### src/rtl/alu_exec_stage_pkg.sv
// Shared word size, op and FSM encodings
// for the ALU execute stage.
`ifndef WORD_SIZE
`define WORD_SIZE 8
`endif

package alu_exec_stage_pkg;

  localparam logic OP_ADD = 1'b0;
  localparam logic OP_SUB = 1'b1;

  localparam logic [1:0] S_IDLE = 2'd0;
  localparam logic [1:0] S_READ = 2'd1;
  localparam logic [1:0] S_EXEC = 2'd2;
  localparam logic [1:0] S_WB   = 2'd3;

endpackage

### src/rtl/alu.sv
// Combinational two's complement adder/subtractor
// with signed overflow detection.
module alu #(
  parameter int WIDTH = `WORD_SIZE
) (
  input  logic [WIDTH-1:0] a,
  input  logic [WIDTH-1:0] b,
  input  logic             mode,
  output logic [WIDTH-1:0] c,
  output logic             overflow
);

  logic [WIDTH-1:0] bx;

  // SUB is a + ~b + 1; overflow when both addends share
  // a sign that the sum does not.
  always_comb begin
    bx       = mode ? ~b : b;
    c        = a + bx + {{(WIDTH-1){1'b0}}, mode};
    overflow = (a[WIDTH-1] == bx[WIDTH-1])
             && (c[WIDTH-1] != a[WIDTH-1]);
  end

endmodule

### src/rtl/alu_exec_stage_reg_file.sv
// Register file: two captured read ports, one
// combinational debug port, one write port.
module alu_exec_stage_reg_file #(
  parameter int WIDTH = `WORD_SIZE,
  parameter int NREGS = 8,
  parameter int AW    = 3
) (
  input  logic             clk,
  input  logic             rst,
  input  logic             we,
  input  logic [AW-1:0]    waddr,
  input  logic [WIDTH-1:0] wdata,
  input  logic             re,
  input  logic [AW-1:0]    raddr_a,
  input  logic [AW-1:0]    raddr_b,
  output logic [WIDTH-1:0] rdata_a,
  output logic [WIDTH-1:0] rdata_b,
  input  logic [AW-1:0]    dbg_addr,
  output logic [WIDTH-1:0] dbg_data
);

  logic [WIDTH-1:0] regs [NREGS];

  always_ff @(posedge clk or posedge rst) begin
    if (rst) begin
      for (int i = 0; i < NREGS; i++)
        regs[i] <= '0;
    end else if (we) begin
      regs[waddr] <= wdata;
    end
  end

  always_ff @(posedge clk or posedge rst) begin
    if (rst) begin
      rdata_a <= '0;
      rdata_b <= '0;
    end else if (re) begin
      rdata_a <= regs[raddr_a];
      rdata_b <= regs[raddr_b];
    end
  end

  assign dbg_data = regs[dbg_addr];

endmodule

### src/rtl/alu_exec_stage.sv
// Four-state execute stage: read, ALU, writeback,
// with sticky overflow and an idle-time load port.
module alu_exec_stage
  import alu_exec_stage_pkg::*;
#(
  parameter int WIDTH = `WORD_SIZE,
  parameter int NREGS = 8,
  parameter int AW    = 3
) (
  input  logic             clk,
  input  logic             rst,
  input  logic             in_valid,
  output logic             in_ready,
  input  logic             in_op,
  input  logic [AW-1:0]    in_rd,
  input  logic [AW-1:0]    in_rs1,
  input  logic [AW-1:0]    in_rs2,
  input  logic             ld_en,
  input  logic [AW-1:0]    ld_addr,
  input  logic [WIDTH-1:0] ld_data,
  input  logic [AW-1:0]    dbg_addr,
  output logic [WIDTH-1:0] dbg_data,
  output logic             wb_valid,
  output logic [AW-1:0]    wb_rd,
  output logic [WIDTH-1:0] wb_data,
  output logic             wb_ovf,
  output logic             ovf_flag,
  input  logic             ovf_clr
);

  logic [1:0]       state;
  logic             op_q;
  logic             mode_q;
  logic [AW-1:0]    rd_q;
  logic [AW-1:0]    rs1_q;
  logic [AW-1:0]    rs2_q;
  logic [AW-1:0]    wb_rd_q;
  logic [WIDTH-1:0] a_q;
  logic [WIDTH-1:0] b_q;
  logic [WIDTH-1:0] c;
  logic             alu_ovf;
  logic [WIDTH-1:0] res_q;
  logic             ovf_q;
  logic             idle;
  logic             in_wb;
  logic             we;
  logic [AW-1:0]    waddr;
  logic [WIDTH-1:0] wdata;

  assign idle     = (state == S_IDLE);
  assign in_wb    = (state == S_WB);
  assign in_ready = idle;

  // Loads only land in IDLE, so they never collide with WB.
  assign we    = in_wb | (idle & ld_en);
  assign waddr = in_wb ? wb_rd_q : ld_addr;
  assign wdata = in_wb ? res_q : ld_data;

  always_ff @(posedge clk or posedge rst) begin
    if (rst) begin
      state <= S_IDLE;
      op_q  <= OP_ADD;
      rd_q  <= '0;
      rs1_q <= '0;
      rs2_q <= '0;
    end else begin
      case (state)
        S_IDLE: if (in_valid) begin
          state <= S_READ;
          op_q  <= in_op;
          rd_q  <= in_rd;
          rs1_q <= in_rs1;
          rs2_q <= in_rs2;
        end
        S_READ:  state <= S_EXEC;
        S_EXEC:  state <= S_WB;
        default: state <= S_IDLE;
      endcase
    end
  end

  always_ff @(posedge clk or posedge rst) begin
    if (rst) begin
      mode_q <= OP_ADD;
    end else if (state == S_READ) begin
      mode_q <= op_q;
    end
  end

  // Writeback bundle is loaded in EXEC and then held,
  // so the wb_* outputs keep their value between ops.
  always_ff @(posedge clk or posedge rst) begin
    if (rst) begin
      res_q   <= '0;
      ovf_q   <= 1'b0;
      wb_rd_q <= '0;
    end else if (state == S_EXEC) begin
      res_q   <= c;
      ovf_q   <= alu_ovf;
      wb_rd_q <= rd_q;
    end
  end

  always_ff @(posedge clk or posedge rst) begin
    if (rst) begin
      ovf_flag <= 1'b0;
    end else if (in_wb && ovf_q) begin
      ovf_flag <= 1'b1;
    end else if (ovf_clr) begin
      ovf_flag <= 1'b0;
    end
  end

  assign wb_valid = in_wb;
  assign wb_rd    = wb_rd_q;
  assign wb_data  = res_q;
  assign wb_ovf   = ovf_q;

  alu_exec_stage_reg_file #(
    .WIDTH (WIDTH),
    .NREGS (NREGS),
    .AW    (AW)
  ) u_rf (
    .clk      (clk),
    .rst      (rst),
    .we       (we),
    .waddr    (waddr),
    .wdata    (wdata),
    .re       (state == S_READ),
    .raddr_a  (rs1_q),
    .raddr_b  (rs2_q),
    .rdata_a  (a_q),
    .rdata_b  (b_q),
    .dbg_addr (dbg_addr),
    .dbg_data (dbg_data)
  );

  alu #(
    .WIDTH (WIDTH)
  ) u_alu (
    .a        (a_q),
    .b        (b_q),
    .mode     (mode_q),
    .c        (c),
    .overflow (alu_ovf)
  );

endmodule
### config.mk
export PLATFORM = sky130hd
export DESIGN_NAME = alu_exec_stage
export DESIGN_NICKNAME = d
export VERILOG_FILES = /design/src/rtl/alu_exec_stage_pkg.sv /design/src/rtl/alu.sv /design/src/rtl/alu_exec_stage_reg_file.sv /design/src/rtl/alu_exec_stage.sv
export SDC_FILE = /design/constraint.sdc
export NUM_CORES = 1
export LEC_CHECK = 0
export ABC_AREA = 1
export BUFFER_PORTS_ARGS = -buffer_cell sky130_fd_sc_hd__buf_2
export CAP_MARGIN = 40
export CORE_ASPECT_RATIO = 1.1
export CORE_MARGIN = 4
export CORE_UTILIZATION = 32
export CTS_BUF_LIST = sky130_fd_sc_hd__clkbuf_4 sky130_fd_sc_hd__clkbuf_8 sky130_fd_sc_hd__clkbuf_16
export DETAILED_ROUTE_END_ITERATION = 10
export SLEW_MARGIN = 20
export SYNTH_ARGS = -nofsm -noshare
export SYNTH_HDL_FRONTEND = slang
export SYNTH_HIERARCHICAL = 1
export SYNTH_SLANG_ARGS = --single-unit
### constraint.sdc
create_clock -name clk -period 5.9 [get_ports clk]
set_clock_uncertainty 0.1 [all_clocks]
set_input_delay 1.475 -clock clk [delete_from_list [all_inputs] [get_ports clk]]
set_output_delay 1.475 -clock clk [all_outputs]
set_load 0.01 [all_outputs]
* Word-level counts from Yosys, hierarchy flattened
Cells that the tools add are included.
Storage, ports and cells: output and inout bits 23, bits in registers 106, bits of input ports 29, word-level logic and storage cells 65
Cells by class: reduce and logical (&&, ||, !) cells 6, $lt $le $gt $ge 5, multiplexer cells 19, $add $sub $neg 2, equality and inequality tests 6, bitwise operators 7
Operator list (number):
- $bmux 8 s3 | 3
- $mux 8 | 9
- $bwmux 64 | 1
- $demux 8 s3 | 1
- $ge 4x4->1 const B | 4
- $not 3->4 | 4
- $add 8x1->8 | 1
- $add 8x8->8 | 1
- $not 8->8 | 1
- $pmux 2 s3 | 1
- $eq 2x2->1 const B | 2
- $lt 4x1->1 const B | 1
- $logic_and 1x1->1 | 3
- $mux 3 | 1
- $eq 2x1->1 const B | 1
- $logic_not 2->1 | 1
- $mux 1 | 2
- $mux 2 | 1
- $ne 2x2->1 const B | 1
- $reduce_and 2->1 | 1
- $reduce_bool 2->1 | 1
- $and 1x1->1 | 1
- $eq 1x1->1 | 1
- $ne 1x1->1 | 1
- $or 1x1->1 | 1

* Longest topological paths before layout
word-level depth 8, mapped depth 14, gate-level depth less buffers 13

* By module
Netlist, hierarchy kept.
Modules (own cells, without submodules):
- alu_exec_stage_reg_file | cells an instance 727, area each 4887.2 um^2, instances 1
- alu_exec_stage | cells an instance 153, area each 1219.9 um^2, instances 1
- alu | cells an instance 83, area each 498.0 um^2, instances 1

* Worst setup path before layout
No wires, ideal clock.
kind input port to output port, start point input dbg_addr[1], end point output dbg_data[1], data arrival time 2.220 ns, cell stages on the path 8, path slack 2.105 ns, buffers on the path 2, data required time 4.325 ns, cells stage by stage buf_4 > inv_1 > buf_4 > a21oi_1 > o21ai_0 > nand2_1 > nand2_1 > nand2_1
On the way: cells in the longest elaborated chain, start to end 4
Ends and longest elaborated chain:
- from (decl) | RTL line alu_exec_stage.sv:21 | input logic [AW-1:0] dbg_addr,
- $not 3->4 (implied by the code) | RTL line alu_exec_stage_reg_file.sv:43 | assign dbg_data = regs[dbg_addr];
- $bmux 8 s3 | RTL line alu_exec_stage_reg_file.sv:43
- $mux 8 (implied by the code) (2 in a row) | RTL line alu_exec_stage_reg_file.sv:43
- to (decl) | RTL line alu_exec_stage.sv:22 | output logic [WIDTH-1:0] dbg_data,
No other way between the ends. The select of a mux whose other input is x is not followed.

* Final worst setup path
start point input dbg_addr[0], end point output dbg_data[6]
The elaborated chain is that of the path after synthesis.

==> impl_metrics.toml <==
[route]
wl_um = 19900
wl_per_cell_um = 16.1
vias_per_cell = 5.00
drtAntennaViolNets = 0
dr.pass1.iters = 6
vias = 6195
drt_iter0_drc = 568
drc = 0

[hold_path]
min_path_type = "reg2reg"

[global_route]
grt_pass1_vias = 5770
grt_max_degree = 46
grt.met3_usage = 0.0182
grtUsageMet1 = 0.219
gr-total-overflow = 0
grt_pass1_wl_um = 31400
antenna_found_initial = 0
grt_usage = 0.173
grt_busiest_layer = "met2"
use_met2 = 0.297

[place]
dp_hpwl_um = 14400
gp_congestion = 0.895
dp_cells = 1223
port_buffers = 51

[sta]
tns_ns = 0
min_period_ns = 4.39
finalSetupViolCount = 0
slew_headroom = 0.501
rsz0062_at_grt = "false"
finalCritPeriodShare = 0.744
hold_viol = 0
drv_slew = 0
worstMarginPinSlew_ns = 0.749
timing.fmax_mhz = 228

[die]
initial_core_util = 0.329
core-area_sq_um = 20100
dieArea_sq_um = 23000
die-height_um = 159
rows = 54
io_pins = 52
fp.dieW_um = 145

[synthesis]
synth_nets = 1003
syn_inst = 963
syn_area_per_cell_sq_um = 6.86
ys_warn_count = 6
syn_area_sq_um = 6610
synth_cell_types = 27
synth.yosys.seq_area_share = 0.402
ys_ff_latch = 106

[power]
powerDensity_nw_per_um2 = 587
p_leak_nw = 3.92
peakVddDrop_mv = 0.254

[clock_tree]
cts_tree = "yes"
cts.sinks = 106
cts_root_buf = "clkbuf_16"
postCtsResizedCells = 0
htree_levels = 3
postCtsSetupBuffers = 0
postCtsHoldBufs = 0
cts_buffer_depth = 2
cts_buffers = 9
clk_pin_slew_ns = 0.08
clk_latency_ns = 0.36

[layout]
drive_gt1_frac = 0.105
syn_to_final_growth_pct = 9.98
antenna_cells = 0
layout.cells.non_filler = 1240
nets = 1023

[worst_setup_path]
arrival_ns = 2.81
cp_max_fo = 33
critPathKind = "in2out"
cp-end-kind = "primary output"
worstPathRequired_ns = 4.32
cp-start-kind = "input port"

[flow_run]
cap_violations = 0

[outcome]
status = "finished, final reports clean"
-- state kept, by name, indices dropped and copies added, names as in the netlist --
name	count
u_rf/rdata_a	8
u_rf/rdata_b	8
wb_data	8
wb_rd	3
ovf_flag	1
u_rf/regs	64
mode_q	1
rd_q	3
wb_ovf	1
rs1_q	3
state	2
rs2_q	3
op_q	1
-- worst max-delay path, stage by stage --
cell	delay (ns)
buf_2	0.39
inv_2	0.31
a21oi_1	0.21
o21ai_0	0.09
nand2_1	0.08
nand2_1	0.05
nand2_1	0.07
buf_2	0.13
-- routing by layer --
layer	vias up	wire length [um]
met5	-	0
met4	0	746
met3	43	930
met2	217	9740
met1	2863	8520
li1	3072	-
-- path summary, 6_finish.rpt --
check | end | startpoint | slack [ns] | cells past startpoint
hold / removal | rd_q[0] | rd_q[0] | 0.37 | 2
setup / recovery | dbg_data[6] | dbg_addr[0] | 1.51 | 8
setup reg to reg | u_rf/regs[1] | state[0] | 3.13 | 6
min in group asynchronous | rs2_q[0] | rst | 0.97 | 2
hold reg to reg | rd_q[0] | rd_q[0] | 0.37 | 2
max in group asynchronous | u_rf/regs[57] | rst | 3.60 | 3
-- metrics by stage --
step                      worst slack, ns  total power [mW]  cell area (sq um)  utilization  hold slack (ns)
after CTS                            1.54              4.27               7250        0.361            0.381
after detailed placement             1.53              3.62               6950        0.346            0.359
final                                1.51              4.27               7260        0.362            0.375
after global routing                 1.31              4.65               7260        0.362            0.405
after global placement               1.59              3.56               6880        0.343            0.355
after floorplan                      2.10              2.99               6610            -            0.337
-- cells in the mapped netlist (all sizes together) --
cell,number,share of area
inv,122,0.069
nand2,377,0.22
o21ai,110,0.084
xnor2,3,0.0040
buf,42,0.046
nor2,5,0.0040
nand4,3,0.0028
nor3,1,0.0025
clkbuf,8,0.0045
xor2,6,0.0080
dfrtp,106,0.40
a21oi,36,0.029
ha,10,0.019
a21o,1,0.0011
fa,1,0.0030
or2,1,0.0013
nand3,131,0.10
-- cell families (layout without fill, tap and decap cells) --
| family | Yosys count | in the layout | synth area share |
|---|---|---|---|
| and+or+nand+nor | 518 | 518 | 0.331 |
| buffers and inverters | 172 | 197 | 0.120 |
| AOI/OAI and AO/OA | 147 | 147 | 0.114 |
| DFF | 106 | 106 | 0.402 |
| adders and majority gates | 11 | 11 | 0.0220 |
| xor gates and xnor gates | 9 | 9 | 0.0119 |
-- area by class of cell --
class	count	area, sq um
clock buffer	10	239
clock inverter	6	65.1
fill	2112	12800
inverter	122	459
multi-input combinational	685	3160
sequential	106	2650
tap	252	315
timing repair buffer	59	370
-- cell usage in the layout, fill, tap and decap left out --
cell type / count
xor2_1: 6
o21ai_0: 92
nand3_1: 128
nand3_2: 3
dfrtp_1: 106
o21ai_1: 17
a21oi_1: 35
nand2_2: 12
o21ai_2: 1
inv_2: 6
buf_4: 4
fa_1: 1
a21oi_4: 1
ha_1: 10
clkbuf_8: 1
nand2_1: 365
xnor2_1: 3
clkinv_8: 1
clkinv_4: 1
or2_4: 1
clkinv_2: 1
inv_6: 2
nor2_2: 3
buf_8: 2
inv_8: 2
buf_2: 51
nand4_1: 3
clkbuf_16: 9
inv_1: 115
nor3_4: 1
buf_16: 2
nor2_1: 2
a21o_1: 1
-- report_power, final --
group          internal [mW]  total (mW)  switching, mW
registers               1.06        1.36          0.303
logic                  0.773        2.28           1.51
clock network          0.312       0.627          0.315
total                   2.14        4.27           2.13
Note: power is estimated with default switching activity, not from simulation.
